--- config.mk ---
export PLATFORM = sky130hd
export DESIGN_NAME = pi_loop_sequencer
export DESIGN_NICKNAME = d
export VERILOG_FILES = /design/src/rtl/pi_loop_sequencer.sv
export SDC_FILE = /design/constraint.sdc
export NUM_CORES = 1
export LEC_CHECK = 0
export BUFFER_PORTS_ARGS = -buffer_cell sky130_fd_sc_hd__clkbuf_2
export CAP_MARGIN = 20
export CORE_ASPECT_RATIO = 0.9
export CORE_MARGIN = 4
export CORE_UTILIZATION = 45
export CTS_CLUSTER_DIAMETER = 60
export DETAILED_ROUTE_END_ITERATION = 10
export GPL_TIMING_DRIVEN = 0
export PLACE_DENSITY = 0.67
export SETUP_SLACK_MARGIN = 0.05
export SYNTH_ARGS = -nofsm -noshare
export SYNTH_HDL_FRONTEND = slang
export SYNTH_SLANG_ARGS = --single-unit
export TNS_END_PERCENT = 20
--- constraint.sdc ---
create_clock -name i_clk -period 19.85 [get_ports i_clk]
set_clock_uncertainty 0.2 [all_clocks]
set_input_delay 3.97 -clock i_clk [delete_from_list [all_inputs] [get_ports i_clk]]
set_output_delay 3.97 -clock i_clk [all_outputs]
set_load 0.01 [all_outputs]
--- src/rtl/pi_loop_sequencer.sv ---
// rtl/pi_loop_sequencer.sv - control-period sequencer feeding a PI speed controller
// Ramps the reference, freezes plant samples and swaps gains once per control period.
module pi_loop_sequencer #(
  parameter int PERIOD_MIN = 3
) (
  input  logic        i_clk,
  input  logic        i_n_reset,
  input  logic        i_run,
  input  logic [15:0] i_period,
  input  logic [11:0] i_target_ref,
  input  logic [7:0]  i_ramp_step,
  input  logic [7:0]  i_p_gain_wr,
  input  logic [7:0]  i_i_gain_wr,
  input  logic        i_gain_load,
  input  logic        i_plant_valid,
  input  logic [12:0] i_plant_speed,
  output logic        o_enable_control,
  output logic [7:0]  o_p_gain,
  output logic [7:0]  o_i_gain,
  output logic [11:0] o_reference,
  output logic [12:0] o_plant_output,
  output logic        o_gain_pending,
  output logic [1:0]  o_state
);

  typedef enum logic [1:0] {
    IDLE   = 2'd0,
    WAIT   = 2'd1,
    SAMPLE = 2'd2,
    UPDATE = 2'd3
  } state_t;

  localparam logic [15:0] PMIN = 16'(PERIOD_MIN);

  state_t      state_q, state_d;
  logic [15:0] cnt_q, cnt_d;
  logic [12:0] cap_q, cap_d;
  logic [12:0] plant_q, plant_d;
  logic [7:0]  p_gain_q, p_gain_d;
  logic [7:0]  i_gain_q, i_gain_d;
  logic [7:0]  stg_p_q, stg_p_d;
  logic [7:0]  stg_i_q, stg_i_d;
  logic        pend_q, pend_d;
  logic [11:0] ref_q, ref_d;

  logic [15:0] load_val;
  logic [11:0] ramp_diff, ramp_amt, ramp_ref, step_ext;
  logic        ramp_up;

  // WAIT spans load_val+1 cycles, SAMPLE and UPDATE one each: total = effective period.
  always_comb begin
    load_val = ((i_period < PMIN) ? PMIN : i_period) - 16'd3;
    step_ext = {4'd0, i_ramp_step};
    ramp_up  = i_target_ref > ref_q;
    ramp_diff = ramp_up ? (i_target_ref - ref_q) : (ref_q - i_target_ref);
    ramp_amt  = (step_ext < ramp_diff) ? step_ext : ramp_diff;
    ramp_ref  = ramp_up ? (ref_q + ramp_amt) : (ref_q - ramp_amt);
  end

  always_comb begin
    state_d  = state_q;
    cnt_d    = cnt_q;
    cap_d    = i_plant_valid ? i_plant_speed : cap_q;
    plant_d  = plant_q;
    p_gain_d = p_gain_q;
    i_gain_d = i_gain_q;
    stg_p_d  = stg_p_q;
    stg_i_d  = stg_i_q;
    pend_d   = pend_q;
    ref_d    = ref_q;
    case (state_q)
      IDLE: begin
        if (i_run) begin
          state_d = WAIT;
          cnt_d   = load_val;
        end
      end
      WAIT: begin
        if (!i_run) begin
          state_d = IDLE;
          ref_d   = '0;
        end else if (cnt_q == 16'd0) begin
          state_d = SAMPLE;
        end else begin
          cnt_d = cnt_q - 16'd1;
        end
      end
      SAMPLE: begin
        if (!i_run) begin
          state_d = IDLE;
          ref_d   = '0;
        end else begin
          state_d = UPDATE;
          plant_d = cap_q;
          ref_d   = ramp_ref;
          if (pend_q) begin
            p_gain_d = stg_p_q;
            i_gain_d = stg_i_q;
            pend_d   = 1'b0;
          end
        end
      end
      default: begin
        if (!i_run) begin
          state_d = IDLE;
          ref_d   = '0;
        end else begin
          state_d = WAIT;
          cnt_d   = load_val;
        end
      end
    endcase
    // A load in the SAMPLE cycle re-arms pending after the old staged set was applied.
    if (i_gain_load) begin
      stg_p_d = i_p_gain_wr;
      stg_i_d = i_i_gain_wr;
      pend_d  = 1'b1;
    end
  end

  always_ff @(posedge i_clk or negedge i_n_reset) begin
    if (!i_n_reset) begin
      state_q  <= IDLE;
      cnt_q    <= '0;
      cap_q    <= '0;
      plant_q  <= '0;
      p_gain_q <= '0;
      i_gain_q <= '0;
      stg_p_q  <= '0;
      stg_i_q  <= '0;
      pend_q   <= 1'b0;
      ref_q    <= '0;
    end else begin
      state_q  <= state_d;
      cnt_q    <= cnt_d;
      cap_q    <= cap_d;
      plant_q  <= plant_d;
      p_gain_q <= p_gain_d;
      i_gain_q <= i_gain_d;
      stg_p_q  <= stg_p_d;
      stg_i_q  <= stg_i_d;
      pend_q   <= pend_d;
      ref_q    <= ref_d;
    end
  end

  assign o_enable_control = (state_q == UPDATE);
  assign o_p_gain         = p_gain_q;
  assign o_i_gain         = i_gain_q;
  assign o_reference      = ref_q;
  assign o_plant_output   = plant_q;
  assign o_gain_pending   = pend_q;
  assign o_state          = state_q;

endmodule

* Word-level counts from Yosys, hierarchy flattened *
Cells that the tools add are included.

word-level totals
  register bits = 89
  output and inout port bits = 45
  word-level logic and storage cells = 58

operators by class
  add/sub/neg operators = 6
  order comparisons = 3
  eq/ne operators = 7
  multiplexer cells = 20
  bitwise logic cells = 2
  reductions and logical operators = 10

operators by type and width
  cell                                                          number
  2-to-1 mux 16 bit                                             4
  2-to-1 mux 12 bit                                             5
  subtractor 12 bit                                             3
  one-hot mux 16 bit (2 select lines)                           1
  one-hot mux 12 bit (2 select lines)                           1
  zero test 16 bit                                              1
  less-than comparator 16 x 2 -> 1 bit (second input constant)  1
  subtractor 16 x 1 -> 16 bit (second input constant)           1
  subtractor 16 x 2 -> 16 bit (second input constant)           1
  adder 12 bit                                                  1
  > comparator 12 bit                                           1
  less-than comparator 8 x 12 -> 1 bit                          1
  2-to-1 mux 2 bit                                              4
  AND reduction 2 bit                                           4
  one-hot mux 2 bit (3 select lines)                            1
  AND reduction 3 bit                                           2
  == test 2 bit (second input constant)                         2
  2-to-1 mux 1 bit                                              4
  != test 2 bit (second input constant)                         2
  nonzero test 2 bit                                            2
  != test 3 bit (second input constant)                         1
  == test 2 x 1 -> 1 bit (second input constant)                1
  zero test 2 bit                                               1
  != test 2 x 1 -> 1 bit (second input constant)                1
  NOT 1 bit                                                     2

* Depth between registers and ports, before layout *
  depth after elaboration = 8
  gate-level depth with buffers = 34
  depth with buffers taken out = 34

* Worst setup path before layout *
Ideal clock, no wire load.

  path type = input -> register
  start = in i_target_ref[0]
  end = reg ref_q[10] (netlist: o_reference[10])
  arrival = 9,772 ps
  required time = 19,516 ps
  setup slack = 9,744 ps
  stages = 34
  path buffers = 1
  cells stage by stage = inv_1 -> ha_1 -> inv_1 -> fa_1 -> a211oi_2 -> o211a_1 -> o21ai_0 -> nand2_1 -> buf_2 -> mux2i_1 -> xor2_1 -> ha_1 -> and2_1 -> a221o_1 -> a21o_1 -> a21o_1 -> o2111ai_4 -> mux2i_1 -> xor2_1 -> nor2_1 -> a21oi_1 -> mux2i_1 -> fa_1 -> nor2b_1 -> o21ai_0 -> nand2b_1 -> a21o_1 -> a21o_1 -> a21o_1 -> a21o_1 -> a21o_1 -> a21oi_1 -> xor2_1 -> o21ai_0

between the ends
  word-level cells in the longest chain between the ends = 8

ends and longest elaborated chain
  what                                                      RTL line  RTL
  from (decl)                                               10        input logic [11:0] i_target_ref,
  subtractor 12 bit or > comparator 12 bit (tied branches)  55, 54
  2-to-1 mux 12 bit                                         55        ramp_diff = ramp_up ? (i_target_ref - ref_q) : (ref_q - i_target_ref);
  less-than comparator 8 x 12 -> 1 bit                      56        ramp_amt = (step_ext < ramp_diff) ? step_ext : ramp_diff;
  2-to-1 mux 12 bit                                         56
  subtractor 12 bit or adder 12 bit (tied branches)         57        ramp_ref = ramp_up ? (ref_q + ramp_amt) : (ref_q - ramp_amt);
  2-to-1 mux 12 bit (*)                                     57
  2-to-1 mux 12 bit (*)                                     89        if (!i_run) begin
  one-hot mux 12 bit (2 select lines) (*)                   71        case (state_q)
  to (signal assigned)                                      143       ref_q <= ref_d;
  to (decl)                                                 44        logic [11:0] ref_q, ref_d;

Every way passes the cells marked *; elsewhere a longest branch is shown, timed or not.
A chain may end at the register's enable or synchronous reset.

* Final worst setup path *
Same ends and word-level chain as after synthesis.

==> results.json <==
{
  "status": "finished, final reports clean",
  "layout_commonest_cell": "clkbuf_2",
  "internal_power_mw": 0.340,
  "io_pins": 115,
  "finalWirelength_um": 16600,
  "cts.sinks": 89,
  "post-cts-setup-buffer-count": 0,
  "antenna_cells": 0,
  "grt_setup_unrepaired": "no",
  "grt-busiest-layer": "met2",
  "cts_tree": "built",
  "synthArstFlopShare_pct": 100,
  "ir_drop_v": 0.0000766,
  "grt_start_max_net_pins": 58,
  "crit_top_cell": "a21o_1",
  "vias": 5588,
  "ys_types": 69,
  "die_x_um": 132,
  "crit_slowest_cell": "a21oi_1",
  "dieArea_um2": 15800,
  "grt_pass1_vias": 5582,
  "ant_nets": 0,
  "fin_setup_tns_ps": 0,
  "gp_congestion": 0.947,
  "pwr-share-clk_pct": 36.9,
  "relSlewSlack_pct": 37.8,
  "cts_root_buffer": "clkbuf_16",
  "end_kind": "register",
  "post_synth.cell_area_avg_um2": 9.09,
  "clk_pin_slew_ps": 70,
  "pwr-share-seq_pct": 42.4,
  "portBuffers": 113,
  "synth_area_um2": 6250,
  "powerDensity_nw_per_um2": 64.9,
  "coreArea_um2": 13500,
  "cp-start-kind": "input port",
  "switching_share_pct": 28.8,
  "clk_path_buf_depth": 2,
  "cts_max_level": 3,
  "synthFlopType": "dfrtp_1",
  "grt-ovfl-total": 0,
  "setup_viol_count_final": 0,
  "cts_made_buffers": 9,
  "use_met1_pct": 26.8,
  "dp_hpwl_um": 12800,
  "pwr-share-comb_pct": 20.7,
  "rows": 40,
  "viasPerCell": 5.67,
  "worst_slew_pin_slew_ps": 910,
  "nets": 925,
  "nFillCells": 1223,
  "slowest_delay_ps": 560,
  "power.net_switching_mw": 0.138,
  "ctsResizeCount": 0,
  "cts_hold_buf": 0,
  "fp.dieH_um": 120,
  "syn-num-nets": 800,
  "drc": 0,
  "cp_max_fo": 8,
  "ys_seq_area_share_pct": 35.6,
  "firstDrtPassIters": 5,
  "drt_iter0_markers": 316,
  "timing.fmax_mhz": 90.4,
  "layout-drive-gt1-share_pct": 24.5,
  "final_cell_mix": "clkbuf_2, dfrtp_1, nand2_1",
  "grt_antenna_before_repair": 0,
  "clk_latency_ps": 330,
  "hold_class": "register to register",
  "syn_to_final_growth_pct": 18.0,
  "met2_usage_pct": 35.3,
  "crit_type": "input port to register",
  "leakagePower_nw": 3.62,
  "fin_crit_sh_pct": 55.7,
  "synth_edf_count": 0,
  "routedWlPerCell_um": 16.8,
  "finalPower_mw": 0.478,
  "initial_core_util_pct": 46.4,
  "cp.arrival_ps": 11060,
  "period_needed_ps": 11070,
  "synth-seq-cells": 89,
  "met3_usage_pct": 4.27,
  "grt_usage_pct": 20.9,
  "hold_viol_final": 0,
  "ys.warnings.count": 0,
  "synth_cells": 687,
  "grt_pass1_wl_um": 27500,
  "cp.required_ps": 19850,
  "slew_viol_final": 0,
  "maxCapViolations": 0
}
-- routing by layer --
metal	up-vias	wire, um
met1	2700	7270
met2	168	8000
met4	0	317
met5	-	0
li1	2696	-
met3	24	958
-- cells by family after synthesis --
logic type / Yosys count / synth area share, %
compound gates: 185 / 19.4
flops: 89 / 35.6
mux: 55 / 9.79
simple gates: 209 / 16.2
fa+ha+maj: 43 / 8.97
xor+xnor: 40 / 5.73
buf+inv: 66 / 4.27
-- path summary, 6_finish.rpt --
kind | start | to | slack [ps] | depth (start not counted)
worst min-delay path | cap_q[9] | o_plant_output[9] | 270 | 2
max in group asynchronous | i_n_reset | o_plant_output[2] | 15390 | 2
min in group asynchronous | i_n_reset | cnt_q[12] | 3430 | 1
worst min register to register | cap_q[9] | o_plant_output[9] | 270 | 2
worst max-delay path | i_target_ref[0] | o_reference[10] | 8780 | 34
worst max register to register | o_reference[0] | o_reference[10] | 12040 | 32
-- sequential cells by signal, summed over array words and instances, names as in the netlist, 2 cells and up --
| name | count |
|---|---|
| cnt_q | 16 |
| cap_q | 13 |
| o_plant_output | 13 |
| o_reference | 12 |
| o_i_gain | 8 |
| o_p_gain | 8 |
| stg_i_q | 8 |
| stg_p_q | 8 |
| o_state | 2 |
-- power by group through the flow --
| stage | Clock, mW | Sequential [mW] | Combinational [mW] |
|---|---|---|---|
| 2_1_floorplan | 0 | 0.204 | 0.0673 |
| 3_3_place_gp | 0 | 0.205 | 0.0939 |
| 3_5_place_dp | 0 | 0.206 | 0.0982 |
| 4_1_cts | 0.180 | 0.202 | 0.0989 |
| 5_1_grt | 0.189 | 0.204 | 0.110 |
| 6_report | 0.177 | 0.203 | 0.0989 |
-- per-stage QoR --
step	worst slack (ps)	cell area (um2)	utilization [%]	hold slack (ps)	instances
CTS	8860	7370	54.7	270	985
detailed placement	8540	7050	52.4	252	969
floorplan	9740	6250	-	235	687
global placement	8620	7020	52.2	244	968
global route	8330	7370	54.7	298	985
finish	8780	7370	54.7	265	985
-- area by class of cell --
class / instances / area [um2] / share of cell area (%)
Clock buffer: 10 / 239 / 3.24
Clock inverter: 6 / 77.6 / 1.05
Sequential cell: 89 / 2230 / 30.2
Inverter: 39 / 146 / 1.99
Tap cell: 168 / 210 / 2.85
Buffer: 27 / 120 / 1.63
Multi-Input combinational cell: 532 / 3750 / 50.9
Timing Repair Buffer: 114 / 596 / 8.08
-- cell usage after synthesis, drive strengths merged (3+ instances only) --
library cell	instances	area, um2
a21o	23	173
a221oi	3	26.3
o211ai	3	22.5
a211o	3	26.3
nand2	88	330
dfrtp	89	2230
o22a	3	26.3
nand2b	8	50.1
xnor2	23	209
mux2	49	552
a21boi	3	22.5
nand3	13	65.1
clkbuf	17	63.8
and2	4	25.0
o22ai	6	37.5
xor2	17	149
nor4	4	40.0
o31ai	5	42.5
a21oi	61	305
nor2b	7	43.8
fa	3	60.1
and3	4	25.0
ha	40	500
a32oi	4	35.0
or2	3	18.8
inv	39	146
buf	10	56.3
nor3	17	90.1
a211oi	6	50.1
mux2i	6	60.1
nor2	34	128
o21ai	43	219
o21bai	4	30.0
or3	12	75.1
nor3b	3	22.5
-- critical path: cells and delay by family --
| family | cells | cell delay (ps) |
|---|---|---|
| compound gates | 16 | 3470 |
| xor+xnor | 3 | 670 |
| fa+ha+maj | 4 | 1210 |
| buf+inv | 3 | 190 |
| mux | 3 | 830 |
| simple gates | 5 | 700 |
No activity file was read; power rests on OpenSTA's default activity.
